--- src/rtl/fifo_word_packer_if.sv ---
// fifo_word_packer_if
// Bundles the two handshakes around the packer into one port.
//   FIFO side   : empty (to packer), r_en (from packer), fifo_data (to packer)
//   Output side : out_data, out_keep, out_valid (from packer), out_ready (to packer)
// The master modport is the packer's view.
// The slave modport is the view of whoever drives the FIFO and consumes the words.
interface fifo_word_packer_if #(
  parameter int DATA_WIDTH     = 8,
  parameter int BYTES_PER_WORD = 4
);
  logic                                 empty;
  logic                                 r_en;
  logic [DATA_WIDTH-1:0]                fifo_data;
  logic [DATA_WIDTH*BYTES_PER_WORD-1:0] out_data;
  logic [BYTES_PER_WORD-1:0]            out_keep;
  logic                                 out_valid;
  logic                                 out_ready;

  modport master (
    input  empty, fifo_data, out_ready,
    output r_en, out_data, out_keep, out_valid
  );

  modport slave (
    output empty, fifo_data, out_ready,
    input  r_en, out_data, out_keep, out_valid
  );
endinterface

--- src/rtl/fifo_word_packer.sv ---
// fifo_word_packer
// Pops bytes from a synchronous FIFO with one cycle of registered read latency.
// Packs every BYTES_PER_WORD bytes into one wide word and offers it on a
// valid/ready output. If the FIFO stays dry for TIMEOUT cycles, a partial word
// is flushed, and a keep mask marks which lanes are real.
// Ports:
//   clk  : single clock, rising edge
//   rst  : synchronous, active-high reset
//   bus  : fifo_word_packer_if.master
//          (empty/r_en/fifo_data toward the FIFO; out_* toward downstream)
module fifo_word_packer #(
  parameter int DATA_WIDTH     = 8,
  parameter int BYTES_PER_WORD = 4,
  parameter int TIMEOUT        = 16
) (
  input logic                clk,
  input logic                rst,
  fifo_word_packer_if.master bus
);

  localparam int CNT_W  = $clog2(BYTES_PER_WORD + 1);
  localparam int TMR_W  = $clog2(TIMEOUT + 1);
  localparam int WORD_W = DATA_WIDTH * BYTES_PER_WORD;

  typedef enum logic {FILL, HOLD} state_t;

  state_t                    r_state;
  state_t                    w_nextState;
  logic [CNT_W-1:0]          r_cnt;
  logic                      r_rdPend;
  logic [TMR_W-1:0]          r_timer;
  logic [WORD_W-1:0]         r_data;
  logic [BYTES_PER_WORD-1:0] r_keep;

  logic                      w_rEn;
  logic                      w_idle;
  logic                      w_lastLane;
  logic                      w_expire;
  logic                      w_accept;
  logic [BYTES_PER_WORD-1:0] w_flushKeep;

  // Next-state and strobe decode.
  // A read is only issued when the lanes already captured plus the one in
  // flight leave room, so a word boundary is never overrun. The read strobe
  // is also masked during reset, so nothing is popped that reset would
  // throw away.
  // An idle cycle is one where a partial word sits waiting and nothing is
  // moving. On the idle cycle where the timer has already seen TIMEOUT-1
  // idles, the partial word is flushed.
  always_comb begin
    w_nextState = r_state;
    w_rEn       = 1'b0;
    w_idle      = 1'b0;
    w_expire    = 1'b0;
    w_accept    = 1'b0;
    w_lastLane  = r_rdPend && (int'(r_cnt) == BYTES_PER_WORD - 1);
    w_flushKeep = '0;
    for (int i = 0; i < BYTES_PER_WORD; i++) begin
      w_flushKeep[i] = (i < int'(r_cnt));
    end
    case (r_state)
      FILL: begin
        w_rEn    = !rst && !bus.empty &&
                   ((int'(r_cnt) + int'(r_rdPend)) < BYTES_PER_WORD);
        w_idle   = (r_cnt != '0) && !r_rdPend && !w_rEn;
        w_expire = w_idle && (int'(r_timer) == TIMEOUT - 1);
        if (w_lastLane || w_expire) begin
          w_nextState = HOLD;
        end
      end
      HOLD: begin
        w_accept = bus.out_ready;
        if (w_accept) begin
          w_nextState = FILL;
        end
      end
      default: w_nextState = FILL;
    endcase
  end

  // State register only; all decisions live in the combinational block above.
  always_ff @(posedge clk) begin
    if (rst) begin
      r_state <= FILL;
    end else begin
      r_state <= w_nextState;
    end
  end

  // Lane capture, lane counter, idle timer and the output word/keep registers.
  // The output registers double as the assembly buffer. Clearing them on
  // acceptance is what keeps the unused lanes of a flushed word at zero.
  // The in-flight flag simply follows the read strobe. Reset clears it, so
  // the byte returned right after reset is ignored.
  always_ff @(posedge clk) begin
    if (rst) begin
      r_cnt    <= '0;
      r_rdPend <= 1'b0;
      r_timer  <= '0;
      r_data   <= '0;
      r_keep   <= '0;
    end else begin
      r_rdPend <= w_rEn;
      if (w_accept) begin
        r_cnt   <= '0;
        r_timer <= '0;
        r_data  <= '0;
        r_keep  <= '0;
      end else begin
        if (r_rdPend) begin
          r_data[int'(r_cnt)*DATA_WIDTH +: DATA_WIDTH] <= bus.fifo_data;
          r_cnt <= r_cnt + 1'b1;
        end
        if (w_lastLane) begin
          r_keep <= '1;
        end else if (w_expire) begin
          r_keep <= w_flushKeep;
        end
        if (w_idle && !w_expire) begin
          r_timer <= r_timer + 1'b1;
        end else begin
          r_timer <= '0;
        end
      end
    end
  end

  assign bus.r_en      = w_rEn;
  assign bus.out_valid = (r_state == HOLD);
  assign bus.out_data  = r_data;
  assign bus.out_keep  = r_keep;

endmodule

--- src/flat_wrapper.sv ---
// flat-port wrapper written by rule: the top's interface ports become plain ports
module fifo_word_packer_flat 
#(
  parameter int DATA_WIDTH     = 8,
  parameter int BYTES_PER_WORD = 4,
  parameter int TIMEOUT        = 16
)
  (clk, rst, bus_empty, bus_fifo_data, bus_out_ready, bus_r_en, bus_out_data, bus_out_keep, bus_out_valid);
  fifo_word_packer_if #(.DATA_WIDTH(DATA_WIDTH), .BYTES_PER_WORD(BYTES_PER_WORD)) bus_i ();
  input logic clk;
  input logic rst;
  input wire logic [$bits(bus_i.empty)-1:0] bus_empty;
  input wire logic [$bits(bus_i.fifo_data)-1:0] bus_fifo_data;
  input wire logic [$bits(bus_i.out_ready)-1:0] bus_out_ready;
  output wire logic [$bits(bus_i.r_en)-1:0] bus_r_en;
  output wire logic [$bits(bus_i.out_data)-1:0] bus_out_data;
  output wire logic [$bits(bus_i.out_keep)-1:0] bus_out_keep;
  output wire logic [$bits(bus_i.out_valid)-1:0] bus_out_valid;
  assign bus_i.empty = bus_empty;
  assign bus_i.fifo_data = bus_fifo_data;
  assign bus_i.out_ready = bus_out_ready;
  assign bus_r_en = bus_i.r_en;
  assign bus_out_data = bus_i.out_data;
  assign bus_out_keep = bus_i.out_keep;
  assign bus_out_valid = bus_i.out_valid;
  fifo_word_packer #(.DATA_WIDTH(DATA_WIDTH), .BYTES_PER_WORD(BYTES_PER_WORD), .TIMEOUT(TIMEOUT)) u_core (.clk(clk), .rst(rst), .bus(bus_i));
endmodule
--- config.mk ---
export PLATFORM = sky130hd
export DESIGN_NAME = fifo_word_packer_flat
export DESIGN_NICKNAME = d
export VERILOG_FILES = /design/src/rtl/fifo_word_packer_if.sv /design/src/rtl/fifo_word_packer.sv /design/src/flat_wrapper.sv
export SDC_FILE = /design/constraint.sdc
export NUM_CORES = 1
export LEC_CHECK = 0
export BUFFER_PORTS_ARGS = -buffer_cell sky130_fd_sc_hd__buf_2
export CAP_MARGIN = 15
export CORE_ASPECT_RATIO = 0.5
export CORE_MARGIN = 2
export CORE_UTILIZATION = 50
export CTS_CLUSTER_SIZE = 20
export DETAILED_ROUTE_END_ITERATION = 6
export HOLD_SLACK_MARGIN = 0.15
export PLACE_DENSITY_LB_ADDON = 0.25
export SETUP_SLACK_MARGIN = 0.15
export SLEW_MARGIN = 20
export SYNTH_ARGS = -nofsm -noshare
export SYNTH_HDL_FRONTEND = slang
export SYNTH_SLANG_ARGS = --single-unit
--- constraint.sdc ---
create_clock -name clk -period 2.99 [get_ports clk]
set_input_delay 0.1495 -clock clk [delete_from_list [all_inputs] [get_ports clk]]
set_output_delay 0.1495 -clock clk [all_outputs]
set_load 0.02 [all_outputs]
==> results.txt <==
- Result of the run: finished clean
* TritonRoute pass-1 iters: 4
- Detailed-route DRC error count: 0
- 50 I/O pins were placed.
- Critical Path Stages: 6
- WP buf/inv: 1
- In this run the critical register-to-register path is launched from u_core.r_cnt[0].
- STA classifies the critical path endpoint as a register.
- The critical path starts at u_core.r_cnt[0].
- IR analysis of the VDD net gives a maximum drop of 0.1945 mV.
- Top_reg_cell synth: sky130_fd_sc_hd__dfxtp_1
- In this design, the critical path's most frequently occurring cell is sky130_fd_sc_hd__ha_1.
* Setup CP Type: register to register
- Compared with the post-synthesis result, the final layout area differs by 22.73%.
- Using the TritonRoute via totals, the vias-per-cell ratio works out to 5.369.
- Final GP Congestion: 0.8221
- Post-Synthesis Cells: 206
- For the pin with the worst max-slew slack, the measured transition is 0.5976 ns.
- In this run the power density over the cells is 493.6 nW/um2.
- The number of antenna diodes in the final layout is 0.
- TritonCTS built the clock tree.
- After routing the design area is 2337 um2.
- Number of antenna violations at the first check in global routing: 0
- sky130_fd_sc_hd__dfxtp_1 takes more of the synthesized area than any other cell.
* Highest fanout seen on the critical path: 10
* Most instantiated cells after synthesis: 46 x sky130_fd_sc_hd__dfxtp_1, 31 x sky130_fd_sc_hd__nand3_1, 26 x sky130_fd_sc_hd__a21oi_1
- Total core area: 3547 um2
- Number of cells on the worst reg-to-reg path: 6
* Time the worst path needs with I/O delays and setup: 2.260 ns
- Timing would allow up to 0.4426 GHz.
* Via Count: 1675
- Global routing finished with a remaining overflow of 0.
* Initial detailed-routing violation count: 98
- The tightest hold path in the finished design has a slack of 0.1650 ns.
- Worst path required time: 3.23 ns
- Max stage delay on crit path: 0.53 ns
* Global-route total usage across every layer: 21.47%
- Fraction of post-synthesis cell area in the top cell type by area: 48.36%
- In this run the deepest clock path goes through 2 buffers.
* RR Endpoint: u_core.bus.out_data[21]
- DRT Wirelength: 4.491 mm
- Setup Skew: 0.006923 ns
* Die Area: 4348 um2
- Fin nets: 281
- The most critical setup path has its endpoint at u_core.bus.out_data[21].
- Async SR Flop Fraction: 0%
* Static leakage: 0.9921 nW
* Hold Violations, Final: 0
- Clock-pin slew on the worst setup and hold paths: 0.08 ns
- Largest net degree at the start of global routing: 16
- Worst path arrival time: 2.50 ns
- Unrepaired setup endpoints after global routing: false
- After synthesis, the mean cell area works out to 9.244 um2.
- Cell with the largest stage delay on the worst path: sky130_fd_sc_hd__dfxtp_1
- The via count of the first global-routing pass was 1415.
- Worst skew pair latency: 0.30 ns
- Average wire per standard cell: 14.39 um
- The setup check on the worst reg-to-reg path leaves a slack of 0.73 ns.
* Area contributors post-synth: sky130_fd_sc_hd__dfxtp_1 48%, sky130_fd_sc_hd__nand3_1 8.1%, sky130_fd_sc_hd__a21oi_1 6.8%
- Layout cells sized above 1: 25.29%
* Sum of negative setup slack: 0 ns
* Synth Cell Area: 1904 um2
- CTS saw 46 sinks.
- Setup violations remaining at the end of the flow were counted as 0.
- Number of CTS-inserted buffers: 5
* Final critical-path share of the clock period: 75.57%
- Post-synthesis net count: 227
- Vertical die dimension: 47.64 um
- Horiz. Die Dim: 91.28 um
* Type of the most critical hold path: input pin to register
- In this run, post-CTS repair resized a total of 0 instances.
- For this configuration, the core starts out at a cell density of 53.69%.
- MaxCap Viol Count: 0
* Startpoint class of the critical path: register
- Sequential cells were found to cover 48.36% of the synthesized design area.
* Number of levels the H-tree was split into: 2
* Number of rows created at floorplan: 15
- Kind of cell adding the most delay to the critical path: simple AND/OR/NAND/NOR gates
- Once detail routing completed, the nets flagged for antenna violations numbered 0.
- The number of max-slew violations in the final report came to 0.
- Standard cell area after detailed placement: 2162 um2
- Headroom to the max-slew limit came out at 60.08%.
* Most frequent cell after synthesis: sky130_fd_sc_hd__dfxtp_1
* Wire length of the first global-routing pass: 6.879 mm
* Distinct cell type count of the synthesized netlist: 36
* Estimated wirelength of the detail-placed design: 3.154 mm
- Number of I/O port buffers: 49
* Number of storage elements in the synthesis netlist: 46
- Yosys printed 0 warnings.
- The synthesized design contains 0 enable-type register cells.
* Critical-path cell list: inv_1, ha_1, ha_1, and3_1, nor2_1, a32o_1
- Clock Root Buffer: sky130_fd_sc_hd__clkbuf_8
## per-layer routing
layer | wire length, um | part of all wire, % | vias to the layer above | GRT usage, %
li1 | - | - | 849 | -
met4 | 70 | 1.6 | 0 | 10.00
met5 | 0 | 0 | - | 0
met1 | 2219 | 49 | 776 | 28.61
met2 | 1979 | 44 | 44 | 34.22
met3 | 222 | 4.9 | 6 | 5.512
## final cells by class
cell class / instances / area [um2]
clock buffer: 6 / 82.58
clock inverter: 2 / 12.51
fill: 321 / 1210
inverter: 5 / 18.77
multi-input combinational: 143 / 898.4
sequential: 46 / 920.9
tap: 51 / 63.81
timing repair buffer: 59 / 340.3
## cells by family after synthesis
family                   Yosys count  share of synthesized area [%]
adder cells (fa/ha/maj)            9                          5.913
AND/OR/NAND/NOR                   77                          21.75
multiplexers                       2                          1.051
AO/OA/AOI/OAI                     52                          17.08
XOR/XNOR                           3                          1.380
flip-flops                        46                          48.36
buffers and inverters             17                          4.468
## stage by stage
| step | power (mW) | setup slack, ns | instances | util (%) |
|---|---|---|---|---|
| finish | 1.154 | 0.7304 | 312 | 65.89 |
| CTS | 1.162 | 0.7514 | 312 | 65.89 |
| floorplan | 0.7289 | 1.034 | 206 | - |
| global route | 1.203 | 0.5447 | 312 | 65.89 |
| global placement | 0.7617 | 0.9260 | 296 | 60.95 |
| detailed placement | 0.7662 | 0.7794 | 296 | 60.95 |
## tightest hold or removal path, stage by stage
cell	delay [ns]
sky130_fd_sc_hd__buf_2	0.14
sky130_fd_sc_hd__nand3_1	0.07
sky130_fd_sc_hd__a21oi_1	0.06
## placed cells by master (no fill, tap or decap), types with 2 or more instances in the layout
cell                            instances
sky130_fd_sc_hd__a21oi_1               26
sky130_fd_sc_hd__a32o_1                 8
sky130_fd_sc_hd__and3_1                 5
sky130_fd_sc_hd__buf_2                 49
sky130_fd_sc_hd__buf_4                  2
sky130_fd_sc_hd__clkbuf_8               6
sky130_fd_sc_hd__dfxtp_1               46
sky130_fd_sc_hd__dlygate4sd3_1          8
sky130_fd_sc_hd__ha_1                   9
sky130_fd_sc_hd__inv_1                  5
sky130_fd_sc_hd__mux2i_1                2
sky130_fd_sc_hd__nand2_1               16
sky130_fd_sc_hd__nand3_1               31
sky130_fd_sc_hd__nor2_1                11
sky130_fd_sc_hd__nor4_1                 2
sky130_fd_sc_hd__o21ai_0               12
sky130_fd_sc_hd__o311a_1                2
sky130_fd_sc_hd__xnor2_1                2
## power by group
group / internal [mW] / leakage [nW] / switching, mW
combinational: 0.0464 / 0.573 / 0.0788
clock: 0.186 / 0.0472 / 0.206
sequential: 0.622 / 0.371 / 0.0148
total: 0.854 / 0.992 / 0.299
## state kept, by name, indices dropped and copies added, names as in the netlist
| register | cells |
|---|---|
| u_core.r_cnt | 3 |
| u_core.r_timer | 5 |
| u_core.bus.out_keep | 4 |
| u_core.r_rdPend | 1 |
| u_core.bus.out_data | 32 |
| u_core.bus.out_valid | 1 |
## how the worst min path moves through the flow
stage,from,endpoint,slack (ns),cells after the start
after CTS,bus_fifo_data[4],u_core.bus.out_data[12],0.15,3
after floorplan,rst,u_core.r_rdPend,0.23,1
after global routing,bus_fifo_data[4],u_core.bus.out_data[28],0.16,3
after global placement,rst,u_core.r_rdPend,0.39,2
final,bus_fifo_data[4],u_core.bus.out_data[12],0.17,3
after detailed placement,rst,u_core.r_rdPend,0.40,2
## timing repair
| action | CTS | global route |
|---|---|---|
| buffers inserted | 0 | 0 |
| hold buffers | 8 | 0 |
| endpoints found under the hold margin | 15 | 0 |
No activity file was read; power rests on OpenSTA's default activity.
